==> src/rtl/uart_pkg.sv <==
// rtl/uart_pkg.sv - shared state encodings and helpers for the parametrised UART core
package uart_pkg;

  typedef enum logic [2:0] {TX_IDLE, TX_START, TX_DATA, TX_PARITY, TX_STOP} tx_state_t;
  typedef enum logic [2:0] {RX_IDLE, RX_START, RX_DATA, RX_PARITY, RX_STOP} rx_state_t;

  function automatic int ptr_w(input int depth);
    return (depth > 1) ? $clog2(depth) : 1;
  endfunction

  // Callers zero-extend the data word, so the unused upper bits do not affect the result.
  function automatic logic calc_parity(input logic [8:0] data, input logic odd);
    return (^data) ^ odd;
  endfunction

endpackage

==> src/rtl/uart_core_param_if.sv <==
// rtl/uart_core_param_if.sv - bus-side and pin-side signal bundle of the UART core
interface uart_core_param_if #(
  parameter int DATA_W     = 8,
  parameter int FIFO_DEPTH = 4
);
  localparam int CW = $clog2(FIFO_DEPTH) + 1;

  logic [DATA_W-1:0] data_in_tx;
  logic              tx_en;
  logic              tx_out;
  logic              tx_busy;
  logic              tx_start;
  logic              tx_done;
  logic              rx_in;
  logic              rx_en;
  logic              rd_en;
  logic [DATA_W-1:0] data_out_rx;
  logic              rx_busy;
  logic              rx_start;
  logic              rx_done;
  logic              rx_empty;
  logic [CW-1:0]     rx_count;
  logic              frame_err;
  logic              parity_err;
  logic              overrun;

  modport master (
    output data_in_tx, tx_en, rx_in, rx_en, rd_en,
    input  tx_out, tx_busy, tx_start, tx_done, data_out_rx, rx_busy, rx_start, rx_done,
           rx_empty, rx_count, frame_err, parity_err, overrun
  );

  modport slave (
    input  data_in_tx, tx_en, rx_in, rx_en, rd_en,
    output tx_out, tx_busy, tx_start, tx_done, data_out_rx, rx_busy, rx_start, rx_done,
           rx_empty, rx_count, frame_err, parity_err, overrun
  );

endinterface

==> src/rtl/uart_rx_fifo.sv <==
// rtl/uart_rx_fifo.sv - synchronous first-word-fall-through receive FIFO
module uart_rx_fifo
  import uart_pkg::*;
#(
  parameter int DEPTH = 4,
  parameter int WIDTH = 8
) (
  input  logic                         clk,
  input  logic                         rst,
  input  logic                         push,
  input  logic [WIDTH-1:0]             push_data,
  input  logic                         pop,
  output logic [WIDTH-1:0]             head,
  output logic                         empty,
  output logic                         full,
  output logic [$clog2(DEPTH):0]       count
);
  localparam int PW = ptr_w(DEPTH);
  localparam int CW = $clog2(DEPTH) + 1;
  localparam logic [CW-1:0] FULL_CNT = CW'(DEPTH);

  logic [WIDTH-1:0] mem [DEPTH];
  logic [PW-1:0]    rd_ptr, wr_ptr;
  logic [CW-1:0]    cnt;
  logic             do_pop, do_push;

  assign empty   = (cnt == '0);
  assign full    = (cnt == FULL_CNT);
  assign do_pop  = pop && !empty;
  // A pop in the same cycle frees the slot, so a push into a full FIFO still lands.
  assign do_push = push && (!full || do_pop);
  assign head    = empty ? '0 : mem[rd_ptr];
  assign count   = cnt;

  always_ff @(posedge clk) begin
    if (do_push) mem[wr_ptr] <= push_data;
  end

  always_ff @(posedge clk or negedge rst) begin
    if (!rst) begin
      rd_ptr <= '0;
      wr_ptr <= '0;
      cnt    <= '0;
    end else begin
      if (do_push) wr_ptr <= wr_ptr + 1'b1;
      if (do_pop)  rd_ptr <= rd_ptr + 1'b1;
      case ({do_push, do_pop})
        2'b10:   cnt <= cnt + 1'b1;
        2'b01:   cnt <= cnt - 1'b1;
        default: cnt <= cnt;
      endcase
    end
  end

endmodule

==> src/rtl/uart_core_param.sv <==
// rtl/uart_core_param.sv - full-duplex UART core with RX FIFO; parity bit enabled by UART_PARITY_EN
module uart_core_param
  import uart_pkg::*;
#(
  parameter int CLKS_PER_BIT = 868,
  parameter int DATA_W       = 8,
  parameter int STOP_BITS    = 1,
  parameter int FIFO_DEPTH   = 4,
  parameter int PARITY_ODD   = 0
) (
  input  logic                 clk,
  input  logic                 rst,
  uart_core_param_if.slave     bus
);
  localparam int CNT_W = $clog2(CLKS_PER_BIT);
  localparam logic [CNT_W-1:0] BIT_LAST  = CNT_W'(CLKS_PER_BIT - 1);
  localparam logic [CNT_W-1:0] BIT_PRE   = CNT_W'(CLKS_PER_BIT - 2);
  localparam logic [CNT_W-1:0] HALF_LAST = CNT_W'(CLKS_PER_BIT / 2 - 1);
  localparam logic [3:0]       LAST_BIT  = 4'(DATA_W - 1);
  localparam logic             LAST_STOP = 1'(STOP_BITS - 1);
`ifdef UART_PARITY_EN
  localparam logic             ODD       = 1'(PARITY_ODD);
  logic tx_par, parity_err_q;
`endif

  tx_state_t         tx_state;
  logic [CNT_W-1:0]  tx_cnt;
  logic [DATA_W-1:0] tx_sh;
  logic [3:0]        tx_bit;
  logic              tx_stop, tx_out_q, tx_busy_q, tx_start_q, tx_done_q, tx_load;

  rx_state_t         rx_state;
  logic [CNT_W-1:0]  rx_cnt;
  logic [DATA_W-1:0] rx_sh;
  logic [3:0]        rx_bit;
  logic              rx_s1, rx_s2, rx_prev;
  logic              rx_busy_q, rx_start_q, rx_done_q, frame_err_q, overrun_q, fifo_full;

  // Back-to-back frames: a start strobe in the final stop cycle is taken without an idle gap.
  assign tx_load = bus.tx_en && ((tx_state == TX_IDLE) ||
                   (tx_state == TX_STOP && tx_cnt == BIT_LAST && tx_stop == LAST_STOP));

  always_ff @(posedge clk or negedge rst) begin
    if (!rst) begin
      tx_state   <= TX_IDLE;
      tx_cnt     <= '0;
      tx_sh      <= '0;
      tx_bit     <= '0;
      tx_stop    <= 1'b0;
      tx_out_q   <= 1'b1;
      tx_busy_q  <= 1'b0;
      tx_start_q <= 1'b0;
      tx_done_q  <= 1'b0;
`ifdef UART_PARITY_EN
      tx_par     <= 1'b0;
`endif
    end else begin
      tx_start_q <= 1'b0;
      tx_done_q  <= 1'b0;
      tx_cnt     <= (tx_cnt == BIT_LAST) ? '0 : tx_cnt + 1'b1;
      case (tx_state)
        TX_IDLE: tx_cnt <= '0;
        TX_START: if (tx_cnt == BIT_LAST) begin
          tx_state <= TX_DATA;
          tx_out_q <= tx_sh[0];
          tx_bit   <= '0;
        end
        TX_DATA: if (tx_cnt == BIT_LAST) begin
          if (tx_bit == LAST_BIT) begin
`ifdef UART_PARITY_EN
            tx_state <= TX_PARITY;
            tx_out_q <= tx_par;
`else
            tx_state <= TX_STOP;
            tx_out_q <= 1'b1;
            tx_stop  <= 1'b0;
`endif
          end else begin
            tx_bit   <= tx_bit + 1'b1;
            tx_sh    <= tx_sh >> 1;
            tx_out_q <= tx_sh[1];
          end
        end
`ifdef UART_PARITY_EN
        TX_PARITY: if (tx_cnt == BIT_LAST) begin
          tx_state <= TX_STOP;
          tx_out_q <= 1'b1;
          tx_stop  <= 1'b0;
        end
`endif
        TX_STOP: begin
          if (tx_stop == LAST_STOP && tx_cnt == BIT_PRE) tx_done_q <= 1'b1;
          if (tx_cnt == BIT_LAST) begin
            if (tx_stop != LAST_STOP) begin
              tx_stop <= 1'b1;
            end else begin
              tx_state  <= TX_IDLE;
              tx_busy_q <= 1'b0;
            end
          end
        end
        default: tx_state <= TX_IDLE;
      endcase
      if (tx_load) begin
        tx_state   <= TX_START;
        tx_sh      <= bus.data_in_tx;
        tx_cnt     <= '0;
        tx_out_q   <= 1'b0;
        tx_busy_q  <= 1'b1;
        tx_start_q <= 1'b1;
`ifdef UART_PARITY_EN
        tx_par     <= calc_parity(9'(bus.data_in_tx), ODD);
`endif
      end
    end
  end

  always_ff @(posedge clk or negedge rst) begin
    if (!rst) begin
      rx_s1       <= 1'b1;
      rx_s2       <= 1'b1;
      rx_prev     <= 1'b1;
      rx_state    <= RX_IDLE;
      rx_cnt      <= '0;
      rx_sh       <= '0;
      rx_bit      <= '0;
      rx_busy_q   <= 1'b0;
      rx_start_q  <= 1'b0;
      rx_done_q   <= 1'b0;
      frame_err_q <= 1'b0;
      overrun_q   <= 1'b0;
`ifdef UART_PARITY_EN
      parity_err_q <= 1'b0;
`endif
    end else begin
      rx_s1      <= bus.rx_in;
      rx_s2      <= rx_s1;
      rx_prev    <= rx_s2;
      rx_start_q <= 1'b0;
      rx_done_q  <= 1'b0;
      rx_cnt     <= (rx_cnt == BIT_LAST) ? '0 : rx_cnt + 1'b1;
      // Reads clear the sticky flags; a fresh error in the same cycle still wins below.
      if (bus.rd_en) begin
        frame_err_q <= 1'b0;
        overrun_q   <= 1'b0;
`ifdef UART_PARITY_EN
        parity_err_q <= 1'b0;
`endif
      end
      if (rx_done_q && fifo_full && !bus.rd_en) overrun_q <= 1'b1;
      case (rx_state)
        RX_IDLE: begin
          rx_cnt <= '0;
          if (rx_prev && !rx_s2 && bus.rx_en) rx_state <= RX_START;
        end
        RX_START: if (rx_cnt == HALF_LAST) begin
          rx_cnt <= '0;
          if (rx_s2) begin
            rx_state <= RX_IDLE;
          end else begin
            rx_state   <= RX_DATA;
            rx_start_q <= 1'b1;
            rx_busy_q  <= 1'b1;
            rx_bit     <= '0;
          end
        end
        RX_DATA: if (rx_cnt == BIT_LAST) begin
          rx_sh <= {rx_s2, rx_sh[DATA_W-1:1]};
          if (rx_bit == LAST_BIT) begin
`ifdef UART_PARITY_EN
            rx_state <= RX_PARITY;
`else
            rx_state <= RX_STOP;
`endif
          end else begin
            rx_bit <= rx_bit + 1'b1;
          end
        end
`ifdef UART_PARITY_EN
        RX_PARITY: if (rx_cnt == BIT_LAST) begin
          if (rx_s2 != calc_parity(9'(rx_sh), ODD)) parity_err_q <= 1'b1;
          rx_state <= RX_STOP;
        end
`endif
        RX_STOP: if (rx_cnt == BIT_LAST) begin
          rx_done_q <= 1'b1;
          rx_busy_q <= 1'b0;
          if (!rx_s2) frame_err_q <= 1'b1;
          rx_state  <= RX_IDLE;
        end
        default: rx_state <= RX_IDLE;
      endcase
    end
  end

  uart_rx_fifo #(.DEPTH(FIFO_DEPTH), .WIDTH(DATA_W)) u_fifo (
    .clk       (clk),
    .rst       (rst),
    .push      (rx_done_q),
    .push_data (rx_sh),
    .pop       (bus.rd_en),
    .head      (bus.data_out_rx),
    .empty     (bus.rx_empty),
    .full      (fifo_full),
    .count     (bus.rx_count)
  );

  assign bus.tx_out    = tx_out_q;
  assign bus.tx_busy   = tx_busy_q;
  assign bus.tx_start  = tx_start_q;
  assign bus.tx_done   = tx_done_q;
  assign bus.rx_busy   = rx_busy_q;
  assign bus.rx_start  = rx_start_q;
  assign bus.rx_done   = rx_done_q;
  assign bus.frame_err = frame_err_q;
  assign bus.overrun   = overrun_q;
`ifdef UART_PARITY_EN
  assign bus.parity_err = parity_err_q;
`else
  assign bus.parity_err = 1'b0;
`endif

endmodule
==> src/flat_wrapper.sv <==
// flat-port wrapper written by rule: the top's interface ports become plain ports
module uart_core_param_flat import uart_pkg::*;
#(
  parameter int CLKS_PER_BIT = 868,
  parameter int DATA_W       = 8,
  parameter int STOP_BITS    = 1,
  parameter int FIFO_DEPTH   = 4,
  parameter int PARITY_ODD   = 0
)
  (clk, rst, bus_data_in_tx, bus_tx_en, bus_rx_in, bus_rx_en, bus_rd_en, bus_tx_out, bus_tx_busy, bus_tx_start, bus_tx_done, bus_data_out_rx, bus_rx_busy, bus_rx_start, bus_rx_done, bus_rx_empty, bus_rx_count, bus_frame_err, bus_parity_err, bus_overrun);
  uart_core_param_if #(.DATA_W(DATA_W), .FIFO_DEPTH(FIFO_DEPTH)) bus_i ();
  input  logic clk;
  input  logic rst;
  input wire logic [$bits(bus_i.data_in_tx)-1:0] bus_data_in_tx;
  input wire logic [$bits(bus_i.tx_en)-1:0] bus_tx_en;
  input wire logic [$bits(bus_i.rx_in)-1:0] bus_rx_in;
  input wire logic [$bits(bus_i.rx_en)-1:0] bus_rx_en;
  input wire logic [$bits(bus_i.rd_en)-1:0] bus_rd_en;
  output wire logic [$bits(bus_i.tx_out)-1:0] bus_tx_out;
  output wire logic [$bits(bus_i.tx_busy)-1:0] bus_tx_busy;
  output wire logic [$bits(bus_i.tx_start)-1:0] bus_tx_start;
  output wire logic [$bits(bus_i.tx_done)-1:0] bus_tx_done;
  output wire logic [$bits(bus_i.data_out_rx)-1:0] bus_data_out_rx;
  output wire logic [$bits(bus_i.rx_busy)-1:0] bus_rx_busy;
  output wire logic [$bits(bus_i.rx_start)-1:0] bus_rx_start;
  output wire logic [$bits(bus_i.rx_done)-1:0] bus_rx_done;
  output wire logic [$bits(bus_i.rx_empty)-1:0] bus_rx_empty;
  output wire logic [$bits(bus_i.rx_count)-1:0] bus_rx_count;
  output wire logic [$bits(bus_i.frame_err)-1:0] bus_frame_err;
  output wire logic [$bits(bus_i.parity_err)-1:0] bus_parity_err;
  output wire logic [$bits(bus_i.overrun)-1:0] bus_overrun;
  assign bus_i.data_in_tx = bus_data_in_tx;
  assign bus_i.tx_en = bus_tx_en;
  assign bus_i.rx_in = bus_rx_in;
  assign bus_i.rx_en = bus_rx_en;
  assign bus_i.rd_en = bus_rd_en;
  assign bus_tx_out = bus_i.tx_out;
  assign bus_tx_busy = bus_i.tx_busy;
  assign bus_tx_start = bus_i.tx_start;
  assign bus_tx_done = bus_i.tx_done;
  assign bus_data_out_rx = bus_i.data_out_rx;
  assign bus_rx_busy = bus_i.rx_busy;
  assign bus_rx_start = bus_i.rx_start;
  assign bus_rx_done = bus_i.rx_done;
  assign bus_rx_empty = bus_i.rx_empty;
  assign bus_rx_count = bus_i.rx_count;
  assign bus_frame_err = bus_i.frame_err;
  assign bus_parity_err = bus_i.parity_err;
  assign bus_overrun = bus_i.overrun;
  uart_core_param #(.CLKS_PER_BIT(CLKS_PER_BIT), .DATA_W(DATA_W), .STOP_BITS(STOP_BITS), .FIFO_DEPTH(FIFO_DEPTH), .PARITY_ODD(PARITY_ODD)) u_core (.clk(clk), .rst(rst), .bus(bus_i));
endmodule
==> config.mk <==
export PLATFORM = sky130hd
export DESIGN_NAME = uart_core_param_flat
export DESIGN_NICKNAME = d
export VERILOG_FILES = /design/src/rtl/uart_pkg.sv /design/src/rtl/uart_core_param_if.sv /design/src/rtl/uart_rx_fifo.sv /design/src/rtl/uart_core_param.sv /design/src/flat_wrapper.sv
export SDC_FILE = /design/constraint.sdc
export NUM_CORES = 1
export LEC_CHECK = 0
export CAP_MARGIN = 15
export CORE_ASPECT_RATIO = 2
export CORE_MARGIN = 2
export CORE_UTILIZATION = 50
export CTS_CLUSTER_SIZE = 10
export DETAILED_ROUTE_END_ITERATION = 12
export HOLD_SLACK_MARGIN = 0.15
export PLACE_DENSITY = 0.74
export SETUP_SLACK_MARGIN = 0.5
export SYNTH_ARGS = -nofsm -noshare
export SYNTH_HDL_FRONTEND = slang
export SYNTH_HIERARCHICAL = 1
export SYNTH_SLANG_ARGS = --single-unit
==> constraint.sdc <==
create_clock -name clk -period 2.3 [get_ports clk]
set_input_delay 0.575 -clock clk [delete_from_list [all_inputs] [get_ports clk]]
set_output_delay 0.575 -clock clk [all_outputs]
set_load 0.03 [all_outputs]
==> metrics.md <==
| Metric | Value |
|---|---|
| Main synth FF type | dfrtp_1 |
| Drc violations | 0 |
| Cell area after layout | 6035 sq um |
| Final Hold Vio Count | 0 |
| Fin crit share | 0.9810 |
| Critical Path RT | 1.73 ns |
| CP endpoint kind | output port |
| Crit path largest cell delay | 0.48 ns |
| Inserted Clock Buffers | 9 |
| Total power per unit cell area | 765.3 nW/um^2 |
| Die area | 9942 sq um |
| Initial antenna violation count | 0 |
| Yosys top cell by area | dfrtp_1 |
| Global placer's final weighted congestion | 0.8514 |
| Lkg Pwr | 2.691 nW |
| Setup CP Type | flip-flop to output port |
| Register bit count reported by yosys | 101 |
| Area growth syn-to-layout | 32.39% |
| Placement-stage worst setup slack | -0.08491 ns |
| DP Area | 5146 sq um |
| Initial Util | 0.5092 |
| Final setup violation count | 0 |
| CTS sink cnt | 101 |
| Detailed-route vias per instance | 5.735 |
| Yosys top cell area share | 0.3568 |
| Outcome | finished, final reports clean |
| First-pass detailed-route iteration total | 6 |
| EDFF count, synth | 32 |
| Commonest non-fill, non-tap cell in the layout | dfrtp_1 |
| Max-slew violations | 0 |
| Rows | 49 |
| Total gr overflow | 0 |
| Reg2Reg Depth | 5 |
| Clk_lat worst skew | 0.34 ns |
| CP Launch Type | flip-flop |
| Wire length per cell | 17.32 microns |
| Synth unique cells | 60 |
| Initial DRC count | 210 |
| CTS tree | built |
| Vias in the first global route | 3349 |
| # IOs | 36 |
| Largest net degree at the start of global routing | 70 |
| F_max | 443.2 MHz |
| Yosys Warn Count | 6 |
| Number of diodes | 0 |
| Total wire length | 9681 microns |
| Critical-path top delay cell | mux4_2 |
| Register area share after synthesis | 0.5907 |
| CTS Root Cell | clkbuf_16 |
| Remaining antenna violation count | 0 |
| TNS Setup | 0 ns |
| Die Ht | 139.0 microns |
| DR vias | 3206 |
| Die X | 71.52 microns |
| Crit-path max FO | 4 |
| RSZ-0062 raised after global routing | yes |
| Synth Instances | 370 |
| Fin crit period | 2.256 ns |
| Fin nets | 477 |
| Crit path depth | 4 |
| Hold Crit Class | primary input to asynchronous set/reset pin |
| Dpl hpwl | 5910 microns |
| PortBufs | 34 |
| Fin worst setup slack | 0.04362 ns |
| Syn Area/Cell | 12.32 sq um |
| Worst Skew | 0.005235 ns |
| Critical path's top delay family | multiplexers |
| Clock slew at reported path FFs | 0.07 ns |
| Post-synthesis async set-or-reset flop share | 0.6832 |
| CP Cell Sequence | clkbuf_16 > mux4_2 > and2_4 > buf_6 |
| Core Box Area | 8951 sq um |
| Layout cells sized above 1 | 0.3523 |
| First-pass GRT wire length | 15310 microns |
| Worst EP arrival | 1.68 ns |
| Synth top area cells | dfrtp_1, edfxtp_1, mux4_2 |
| Synth Net Count | 395 |
| Max VDD drop | 0.6057 mV |
| Max-cap viol count | 0 |
| Commonest non-fill, non-tap cells in the layout | dfrtp_1, nor2_1, edfxtp_1, buf_6, buf_4 |
| Mapped Area | 4558 sq um |
| CTS max path bufs | 2 |
| GRT Total Usage | 0.1976 |
| WP buf/inv | 2 |
| H-tree levels | 3 |
sequential cells by signal (all words and copies together) (netlist names), 3 cells and up:
register	count
u_core/tx_bit	4
u_core/u_fifo/mem	32
u_core/rx_sh	8
u_core/u_fifo/count	3
u_core/tx_state	3
u_core/rx_cnt	10
u_core/tx_cnt	10
u_core/rx_bit	4
u_core/rx_state	3
u_core/tx_sh	8
path summary, 6_finish.rpt:
kind                       slack [ns]                        endpoint                                start
max                              0.04              bus_data_out_rx[1]  u_core/u_fifo/rd_ptr[0]$_DFFE_PN0N_
min                              0.23  u_core/bus.tx_busy$_DFFE_PN0P_                                  rst
max reg2reg                      0.18    u_core/rx_bit[0]$_DFFE_PN0P_           u_core/rx_cnt[8]$_DFF_PN0_
min reg2reg                      0.36          u_core/rx_s2$_DFF_PN1_               u_core/rx_s1$_DFF_PN1_
max in group asynchronous        1.71   u_core/bus.tx_out$_DFFE_PN1P_                                  rst
min in group clk                 0.36          u_core/rx_s2$_DFF_PN1_               u_core/rx_s1$_DFF_PN1_
kinds of logic (layout without fill, tap and decap cells):
| group | count (synthesis) | in the layout | share of synthesized area |
|---|---|---|---|
| AOI/OAI and AO/OA | 56 | 57 | 0.08427 |
| xor gates and xnor gates | 23 | 23 | 0.04420 |
| adders and majority gates | 11 | 11 | 0.03184 |
| buffers and inverters | 29 | 114 | 0.02745 |
| DFF | 101 | 101 | 0.5907 |
| muxes | 21 | 21 | 0.07247 |
| other | 1 | 1 | 0.0008227 |
| and+or+nand+nor | 128 | 129 | 0.1482 |
report_power, final:
part	leakage [nW]	internal [mW]	switching [mW]
Sequential	1.25	1.98	0.154
Clock	0.132	0.847	0.630
Combinational	1.31	0.533	0.479
metal layers:
metal,GRT usage,up-vias,wire length (microns)
met5,0,-,0
met4,0.1102,0,410
met3,0.03198,29,247
met2,0.3631,82,5653
met1,0.2045,1610,3369
li1,-,1485,-
Yosys cell counts, drive strengths merged, types with 5 or more instances:
cell type   n
nand2      21
and2       15
a21oi       8
dfrtp      65
nor2       41
a22o        8
clkbuf     11
inv        14
ha         10
xnor2      14
o21ai      15
nand3      14
mux2       10
and3        5
a21o        6
edfxtp     32
mux4        8
xor2        9
per-stage QoR:
step / std cells / hold WS (ns) / utilization / total power [mW]
after floorplan: 370 / 0.2794 / - / 2.711
after global placement: 505 / 0.3457 / 0.5749 / 2.954
after detailed placement: 505 / 0.3472 / 0.5749 / 2.990
after CTS: 549 / 0.2594 / 0.6391 / 4.557
after global routing: 559 / 0.2740 / 0.6742 / 4.836
final: 559 / 0.2261 / 0.6742 / 4.619
cell type report:
cell class              instances  area, sq um
repair buffers                 84        854.6
clock inverters                 5        61.31
well taps                     102        127.6
clock buffers                  11        232.7
inverters                      14        56.30
flip-flops and latches        101         2700
multi-input cells             242         2002
fillers                       622         2917
what timing repair did:
action | CTS | global route
pin swaps | 19 | 31
resized for setup | 99 | 68
buffers inserted | 25 | 8
gates cloned | 3 | 2
hold buffers | 0 | 0
endpoints found under the setup margin | 58 | 84
Power figures use the tool's default switching activity.
